[src/rtl/cci_test_csr_mgr.sv]
// MMIO CSR window for CCI test AFUs: decodes local CSRs, keeps event counters and
// merges local read responses with AFU responses. Optional macro: CCI_TEST_CSR_SATURATE_EN.
module cci_test_csr_mgr #(
    parameter int           NUM_TEST_CSRS        = 16,
    parameter int           NUM_VC               = 3,
    parameter int           CTR_WIDTH            = 48,
    parameter int           RSP_FIFO_DEPTH       = 4,
    parameter logic [127:0] AFU_ID               = 128'h0,
    parameter int           NEXT_DFH_BYTE_OFFSET = 0,
    parameter int           CLOCK_FREQ_MHZ       = 400
) (
    input  logic                        clk,
    input  logic                        reset_n,
    input  logic                        mmio_req_valid,
    input  logic                        mmio_req_is_rd,
    input  logic [15:0]                 mmio_req_addr,
    input  logic [8:0]                  mmio_req_tid,
    input  logic [63:0]                 mmio_req_data,
    input  logic                        afu_rsp_valid,
    input  logic [8:0]                  afu_rsp_tid,
    input  logic [63:0]                 afu_rsp_data,
    output logic                        rsp_valid,
    output logic [8:0]                  rsp_tid,
    output logic [63:0]                 rsp_data,
    input  logic                        ev_rd_valid,
    input  logic [2:0]                  ev_rd_vc,
    input  logic                        ev_rd_hit,
    input  logic                        ev_wr_valid,
    input  logic [2:0]                  ev_wr_vc,
    input  logic                        ev_wr_hit,
    input  logic [1:0]                  ev_wr_cl_num,
    input  logic                        c0_alm_full,
    input  logic                        c1_alm_full,
    output logic [NUM_TEST_CSRS-1:0]    csr_wr_en,
    output logic [63:0]                 csr_wr_data,
    input  logic [64*NUM_TEST_CSRS-1:0] csr_rd_data,
    output logic                        rsp_ovf
);
    localparam int AW = $clog2(RSP_FIFO_DEPTH);

    logic        s1_valid_q, s1_is_rd_q;
    logic [15:0] s1_addr_q;
    logic [8:0]  s1_tid_q;
    logic [63:0] s1_data_q;
    logic        s2_valid_q;
    logic [8:0]  s2_tid_q;
    logic [63:0] s2_data_q;
    logic        afu_valid_q;
    logic [8:0]  afu_tid_q;
    logic [63:0] afu_data_q;
    logic        freeze_q, ovf_q;
    logic [NUM_TEST_CSRS-1:0] wr_en_q;
    logic [63:0] wr_data_q;

    logic        ev_rd_valid_q, ev_rd_hit_q, ev_wr_valid_q, ev_wr_hit_q;
    logic [2:0]  ev_rd_vc_q, ev_wr_vc_q;
    logic [1:0]  ev_wr_cl_q;
    logic [CTR_WIDTH-1:0] rd_hit_q, rd_miss_q, wr_hit_q, wr_miss_q;
    logic [CTR_WIDTH-1:0] vc_q [NUM_VC];

    logic [72:0]   mem_q [RSP_FIFO_DEPTH];
    logic [AW-1:0] wr_ptr_q, rd_ptr_q;
    logic [AW:0]   count_q;

    logic [14:0] s1_idx;
    logic        s1_local, ctrl_wr, clr;
    logic [63:0] rd_data;
    logic [NUM_TEST_CSRS-1:0] wr_dec;
    logic        fifo_empty, fifo_full, pop, push_ok, drop;
    logic [2:0]  wr_inc;
    logic [2:0]  vc_inc [NUM_VC];

    assign s1_idx   = s1_addr_q[15:1];
    assign s1_local = s1_valid_q && !s1_addr_q[0] && (s1_idx < 15'(32 + NUM_TEST_CSRS));
    assign ctrl_wr  = s1_local && !s1_is_rd_q && (s1_idx == 15'd5);
    assign clr      = ctrl_wr && s1_data_q[1];

    function automatic logic [CTR_WIDTH-1:0] ctr_add(input logic [CTR_WIDTH-1:0] a,
                                                     input logic [2:0] b);
        logic [CTR_WIDTH:0] s;
        s = {1'b0, a} + (CTR_WIDTH+1)'(b);
`ifdef CCI_TEST_CSR_SATURATE_EN
        ctr_add = s[CTR_WIDTH] ? '1 : s[CTR_WIDTH-1:0];
`else
        ctr_add = s[CTR_WIDTH-1:0];
`endif
    endfunction

    always_comb begin
        rd_data = 64'h0;
        wr_dec  = '0;
        case (s1_idx)
            15'd0:  rd_data = {4'h1, 20'h0, 24'(NEXT_DFH_BYTE_OFFSET), 16'h0};
            15'd1:  rd_data = AFU_ID[63:0];
            15'd2:  rd_data = AFU_ID[127:64];
            15'd5:  rd_data = {62'h0, freeze_q, 1'b0};
            15'd8:  rd_data = 64'(CLOCK_FREQ_MHZ);
            15'd9:  rd_data = 64'(rd_hit_q);
            15'd10: rd_data = 64'(rd_miss_q);
            15'd11: rd_data = 64'(wr_hit_q);
            15'd12: rd_data = 64'(wr_miss_q);
            15'd13: rd_data = {62'h0, c1_alm_full, c0_alm_full};
            15'd14: rd_data = {63'h0, ovf_q};
            default: ;
        endcase
        for (int v = 0; v < NUM_VC; v++)
            if (s1_idx == 15'(16 + v)) rd_data = 64'(vc_q[v]);
        for (int i = 0; i < NUM_TEST_CSRS; i++) begin
            if (s1_idx == 15'(32 + i)) begin
                rd_data   = csr_rd_data[64*i +: 64];
                wr_dec[i] = s1_local && !s1_is_rd_q;
            end
        end
    end

    // AFU responses own the output; the local FIFO only drains in their gaps
    assign fifo_empty = (count_q == '0);
    assign fifo_full  = (count_q == (AW+1)'(RSP_FIFO_DEPTH));
    assign pop        = !afu_valid_q && !fifo_empty;
    assign push_ok    = s2_valid_q && (!fifo_full || pop);
    assign drop       = s2_valid_q && fifo_full && !pop;
    assign rsp_valid  = afu_valid_q || !fifo_empty;
    assign rsp_tid    = afu_valid_q ? afu_tid_q  : mem_q[rd_ptr_q][72:64];
    assign rsp_data   = afu_valid_q ? afu_data_q : mem_q[rd_ptr_q][63:0];
    assign csr_wr_en   = wr_en_q;
    assign csr_wr_data = wr_data_q;
    assign rsp_ovf     = ovf_q;

    always_ff @(posedge clk) begin
        if (push_ok) mem_q[wr_ptr_q] <= {s2_tid_q, s2_data_q};
    end

    always_ff @(posedge clk) begin
        if (!reset_n) begin
            s1_valid_q <= 1'b0;  s1_is_rd_q <= 1'b0;  s1_addr_q <= '0;
            s1_tid_q   <= '0;    s1_data_q  <= '0;
            s2_valid_q <= 1'b0;  s2_tid_q   <= '0;    s2_data_q <= '0;
            afu_valid_q <= 1'b0; afu_tid_q  <= '0;    afu_data_q <= '0;
            wr_en_q    <= '0;    wr_data_q  <= '0;
            freeze_q   <= 1'b0;  ovf_q      <= 1'b0;
            wr_ptr_q   <= '0;    rd_ptr_q   <= '0;    count_q <= '0;
        end else begin
            s1_valid_q  <= mmio_req_valid;
            s1_is_rd_q  <= mmio_req_is_rd;
            s1_addr_q   <= mmio_req_addr;
            s1_tid_q    <= mmio_req_tid;
            s1_data_q   <= mmio_req_data;
            s2_valid_q  <= s1_local && s1_is_rd_q;
            s2_tid_q    <= s1_tid_q;
            s2_data_q   <= rd_data;
            afu_valid_q <= afu_rsp_valid;
            afu_tid_q   <= afu_rsp_tid;
            afu_data_q  <= afu_rsp_data;
            wr_en_q     <= wr_dec;
            wr_data_q   <= s1_data_q;
            if (ctrl_wr) freeze_q <= s1_data_q[0];
            if (clr)       ovf_q <= 1'b0;
            else if (drop) ovf_q <= 1'b1;
            if (push_ok) wr_ptr_q <= wr_ptr_q + AW'(1);
            if (pop)     rd_ptr_q <= rd_ptr_q + AW'(1);
            if (push_ok && !pop)      count_q <= count_q + 1'b1;
            else if (!push_ok && pop) count_q <= count_q - 1'b1;
        end
    end

    assign wr_inc = 3'd1 + {1'b0, ev_wr_cl_q};

    always_comb begin
        for (int v = 0; v < NUM_VC; v++) begin
            vc_inc[v] = 3'd0;
            if (ev_rd_valid_q && ev_rd_vc_q == 3'(v)) vc_inc[v] = 3'd1;
            if (ev_wr_valid_q && ev_wr_vc_q == 3'(v)) vc_inc[v] = vc_inc[v] + wr_inc;
        end
    end

    always_ff @(posedge clk) begin
        if (!reset_n) begin
            ev_rd_valid_q <= 1'b0; ev_rd_hit_q <= 1'b0; ev_rd_vc_q <= '0;
            ev_wr_valid_q <= 1'b0; ev_wr_hit_q <= 1'b0; ev_wr_vc_q <= '0;
            ev_wr_cl_q    <= '0;
        end else begin
            ev_rd_valid_q <= ev_rd_valid; ev_rd_hit_q <= ev_rd_hit; ev_rd_vc_q <= ev_rd_vc;
            ev_wr_valid_q <= ev_wr_valid; ev_wr_hit_q <= ev_wr_hit; ev_wr_vc_q <= ev_wr_vc;
            ev_wr_cl_q    <= ev_wr_cl_num;
        end
    end

    // Clear wins over any increment landing in the same cycle
    always_ff @(posedge clk) begin
        if (!reset_n || clr) begin
            rd_hit_q <= '0; rd_miss_q <= '0; wr_hit_q <= '0; wr_miss_q <= '0;
            for (int v = 0; v < NUM_VC; v++) vc_q[v] <= '0;
        end else if (!freeze_q) begin
            if (ev_rd_valid_q &&  ev_rd_hit_q) rd_hit_q  <= ctr_add(rd_hit_q, 3'd1);
            if (ev_rd_valid_q && !ev_rd_hit_q) rd_miss_q <= ctr_add(rd_miss_q, 3'd1);
            if (ev_wr_valid_q &&  ev_wr_hit_q) wr_hit_q  <= ctr_add(wr_hit_q, wr_inc);
            if (ev_wr_valid_q && !ev_wr_hit_q) wr_miss_q <= ctr_add(wr_miss_q, wr_inc);
            for (int v = 0; v < NUM_VC; v++) vc_q[v] <= ctr_add(vc_q[v], vc_inc[v]);
        end
    end
endmodule

[config.mk]
export PLATFORM = sky130hd
export DESIGN_NAME = cci_test_csr_mgr
export DESIGN_NICKNAME = d
export VERILOG_FILES = /design/src/rtl/cci_test_csr_mgr.sv
export SDC_FILE = /design/constraint.sdc
export NUM_CORES = 2
export LEC_CHECK = 0
export CORE_AREA = 2 2 535 537
export DETAILED_ROUTE_END_ITERATION = 12
export DIE_AREA = 0 0 537 539
export GPL_ROUTABILITY_DRIVEN = 1
export SETUP_SLACK_MARGIN = 0.2
export SKIP_LAST_GASP = 1
export SLEW_MARGIN = 20
export SYNTH_ARGS = -nofsm -noshare
export SYNTH_HDL_FRONTEND = slang
export SYNTH_SLANG_ARGS = --single-unit
[constraint.sdc]
create_clock -name clk -period 7.8 [get_ports clk]
set_input_delay 1.17 -clock clk [delete_from_list [all_inputs] [get_ports clk]]
set_output_delay 1.17 -clock clk [all_outputs]
set_load 0.01 [all_outputs]
---- Word-level counts from Yosys, hierarchy flattened ----
Memories as Yosys holds them, arrays and structs flattened. A register that Yosys moved wholly into a read port is not among the register bits.
Index checks and enable logic that the tools add are counted.
word-level totals
  bits of input ports ..................... 1205
  word-level logic and storage cells ...... 202
  memories kept ........................... 2
  RAM bits ................................ 436
  bits in registers ....................... 532
  output and inout bits ................... 155
memories
  memory  words  bits a word  rd ports  clocked after Yosys merged registers in  wr ports  line  RTL
  mem_q   4      73           1         1                                        1         61    logic [72:0] mem_q [RSP_FIFO_DEPTH];
  vc_q    3      48           3         0                                        3         59    logic [CTR_WIDTH-1:0] vc_q [NUM_VC];
cells by class
  add/sub/neg operators ................... 15
  reductions and logical operators ........ 61
  equal/unequal tests ..................... 32
  multiplexer cells ....................... 42
  bitwise gates (word level) .............. 5
  order comparisons ....................... 1
operators by type and width
  kind                   count
  $mux 64                20
  $pmux 61 s9            1
  $add 48x3->48          5
  $eq 15x6->1 const B    16
  $mux 48                3
  $eq 15x4->1 const B    7
  $add 48x1->48 const B  2
  $eq 15x5->1 const B    3
  $reduce_and 2->1       20
  $logic_and 1x1->1      22
  $eq 15x3->1 const B    1
  $logic_not 15->1       1
  $lt 15x6->1 const B    1
  $mux 3                 5
  $logic_not 1->1        10
  $mux 1                 10
  $add 3x3->3            3
  $logic_not 3->1        3
  $mux 9                 1
  $eq 3x1->1 const B     2
  $eq 3x2->1 const B     2
  $add 2x1->2 const B    2
  $mux 2                 2
  $add 1x2->3 const A    1
  8 further kinds        13

---- Depth between registers and ports, before layout ----
  word-level depth ........................ 21
  depth in mapped cells ................... 16
  gate-level depth less buffers ........... 15

---- Least setup slack after synthesis ----
No wires, ideal clock.
  kind .................................... register -> register
  start point ............................. register s1_addr_q[5]
  end point ............................... memory vc_q[0][0], enable pin
  slack ................................... 2.250 ns
  buffers on the path ..................... 2
  arrival ................................. 5.041 ns
  cell stages (with the launch flop) ...... 9
  data required time ...................... 7.291 ns
  setup time .............................. 0.509 ns
  clock period less this slack ............ 5.550 ns
  path through ............................ dfxtp_1 > or4_1 > buf_2 > nor3_1 > nand3_1 > o21ai_1 > clkbuf_1 > inv_1 > nand2_1
RTL lines
  element                 line  RTL
  from (decl)             42    logic [15:0] s1_addr_q;
  from (signal assigned)  145   s1_addr_q <= mmio_req_addr;
  to (decl)               59

==> results_dict.tcl <==
set metrics [dict create \
    ys_ff_latch 970 \
    worstSetupPathType "reg2out" \
    p_clk_frac 0.416 \
    cts_tree "yes" \
    required_ns 6.63 \
    min_from "s1_data_q[20]" \
    yosysTopAreaCell "edfxtp_1" \
    vias 47299 \
    cellPowerDensity_nw_per_um2 197 \
    clock_latency_ns 0.83 \
    crit_fanout 39 \
    antenna_found_initial 249 \
    p_leak_nw 23.3 \
    cts_max_level 3 \
    synthArstFlopShare 0 \
    antenna_left 0 \
    netlist_instances 4506 \
    start_util 0.164 \
    synth.distinct_cells 84 \
    wl_per_cell_um 39.1 \
    worst_pin_slew_ns 1.23 \
    finClkSkew_ns 0.104 \
    regArea_um2 23800 \
    min_period_ns 5.10 \
    dieArea_um2 289000 \
    finalHoldViolations 0 \
    grt-busiest-layer "met2" \
    report.final.setup_viol 0 \
    ctsResizeCount 0 \
    worstPathArrival_ns 3.93 \
    holdCritPathClass "reg2reg" \
    outcome "finished clean" \
    relSlewSlack 0.165 \
    grt_pass1_wl_um 478000 \
    drt_iter0_drc 6738 \
    switchingPower_mw 3.91 \
    grt_max_degree 99 \
    first_global_vias 45238 \
    rsz0062_at_grt "no" \
    core_area_um2 284000 \
    numCtsBuffers 118 \
    viasPerCell 4.83 \
    synth_edf_count 436 \
    grt_overflow 0 \
    rr_startpoint "s1_addr_q[12]" \
    drv_slew 0 \
    irDropWorstVdd_uv 206 \
    first_pass_iters 12 \
    clock-root-buffer "clkbuf_16" \
    fin_setup_tns_ns 0 \
    cp-start-kind "flop" \
    synth_warnings 0 \
    clock_sinks 970 \
    ios 1360 \
    area_growth_pct 48.6 \
    netlist_top_cells_area "edfxtp_1, dfxtp_1, nor2_1" \
    synthFlopType "dfxtp_1" \
    min_period_over_period 0.654 \
    synth_area_per_cell_um2 10.3 \
    multi_input_area_um2 21600 \
    postCtsSetupBuffers 0 \
    port_buffers 1359 \
    fin_nets 7037 \
    sw_frac_of_total 0.286 \
    drive_above_1_share 0.0937 \
    hpwl_um 317000 \
    combinationalPowerShare 0.182 \
    gp_congestion 1.01 \
    drc 0 \
    chipWidth_um 537 \
    grt_use_met3 0.100 \
    netlist_area_um2 46500 \
    synth_top_area_share 0.281 \
    p_seq_frac 0.402 \
    cap_viol_max_count 0 \
    rows 196 \
    synth_nets 5746 \
    max_freq_ghz 0.196 \
    use_met2 0.386 \
    grtUsageMet1 0.297 \
    ctsHoldBuffers 0 \
    p_int_mw 9.74 \
    clock_path_buffers 3 \
    fill_cells 30272 \
    die_h_um 539 \
    synth-seq-area-share 0.511 \
    routed_wl_um 382000 \
    total_power_mw 13.6 \
    endpoint_kind "output port" \
    path_clk_slew_ns 0.06 \
    grt_use_total 0.253 \
]
==> kinds of logic after synthesis <==
logic type	count (synthesis)	share of synthesized area
buffers and inverters	361	0.0310
multiplexers	172	0.0593
flip-flops	970	0.511
adder cells (fa/ha/maj)	35	0.0109
XOR/XNOR	295	0.0555
AO/OA/AOI/OAI	1055	0.155
AND/OR/NAND/NOR	1618	0.177
==> metal layers <==
metal  routed length, µm  part of all wire
met5                 741            0.0019
met1              145000              0.38
met4               25500             0.067
met3               43300              0.11
met2              168000              0.44
==> cells in the final DEF (no fill, tap or decap), drive strengths merged, types with 122 or more instances in the layout <==
cell and count:
clkdlybuf4s50 1358, dfxtp 534, nor2 492, edfxtp 436, nand2 296, and2 282, a21oi 240, xor2 196
o21ai 182, o22ai 177, clkbuf 168, nand3 142, diode 122
==> power by group through the flow <==
stage                     clock network [mW]  logic [mW]  registers (mW)
final                                   5.67        2.49            5.49
after global routing                    5.92        2.55            5.50
after CTS                               5.75        2.47            5.49
after detailed placement                   0        2.46            5.60
after global placement                     0        2.46            5.60
after floorplan                            0       0.775            5.50
==> cell type report <==
class                           count  share of cell area
Timing Repair Buffer             1475               0.210
Sequential cell                   970               0.344
Inverter                           57             0.00311
Multi-Input combinational cell   3175               0.313
Clock inverter                     57             0.00784
Tap cell                         3762              0.0681
Antenna cell                      122             0.00442
Clock buffer                      168              0.0493
==> final timing paths <==
check                                        to  slack [ns]  depth (start not counted)
worst min register to register  csr_wr_data[20]        0.43                          1
worst max register to register     s2_data_q[7]        3.16                         10
worst min-delay path            csr_wr_data[20]        0.43                          1
worst max-delay path               rsp_data[28]        2.70                          4
==> worst max-delay path, stage by stage (launching register included) <==
cell and delay [ns]:
dfxtp_4 0.74, buf_4 0.68, mux4_2 0.42, mux2_2 0.28
clkdlybuf4s50_1 0.95
==> Yosys cell counts (26+ instances only) <==
master,n
dfxtp_1,534
nor2_1,490
edfxtp_1,436
nand2_1,296
and2_1,282
a21oi_1,240
clkbuf_1,226
xor2_1,196
o21ai_0,180
o22ai_1,177
nand3_1,142
xnor2_1,99
a222oi_1,87
mux2_2,87
nor3_1,82
a221oi_1,77
o221ai_1,77
mux4_2,74
nand4_1,66
inv_1,56
buf_2,51
and3_1,47
a22oi_1,45
or3_1,45
and4_1,35
ha_1,26
==> flip-flops by register name, indices dropped and copies added (netlist names), 3 cells and up, named ones only <==
signal / count
s1_tid_q: 9
afu_data_q: 64
s2_tid_q: 9
s2_data_q: 64
s1_data_q: 64
wr_miss_q: 48
ev_rd_vc_q: 3
ev_wr_vc_q: 3
wr_hit_q: 48
s1_addr_q: 16
rd_miss_q: 48
mem_q: 292
count_q: 3
rd_hit_q: 48
vc_q: 144
csr_wr_data: 64
csr_wr_en: 16
afu_tid_q: 9
==> through the flow <==
stage / worst slack [ns] / instances / area [µm²] / utilization / hold slack [ns]
2_1_floorplan: 2.25 / 4506 / 46500 / - / 0.410
4_1_cts: 2.64 / 9664 / 68800 / 0.242 / 0.426
3_5_place_dp: 3.20 / 9439 / 64900 / 0.228 / 0.419
5_1_grt: 2.51 / 9748 / 69000 / 0.243 / 0.442
3_3_place_gp: 2.92 / 9424 / 64700 / 0.228 / 0.414
6_report: 2.70 / 9786 / 69100 / 0.243 / 0.428
Note: power is estimated with default switching activity, not from simulation.
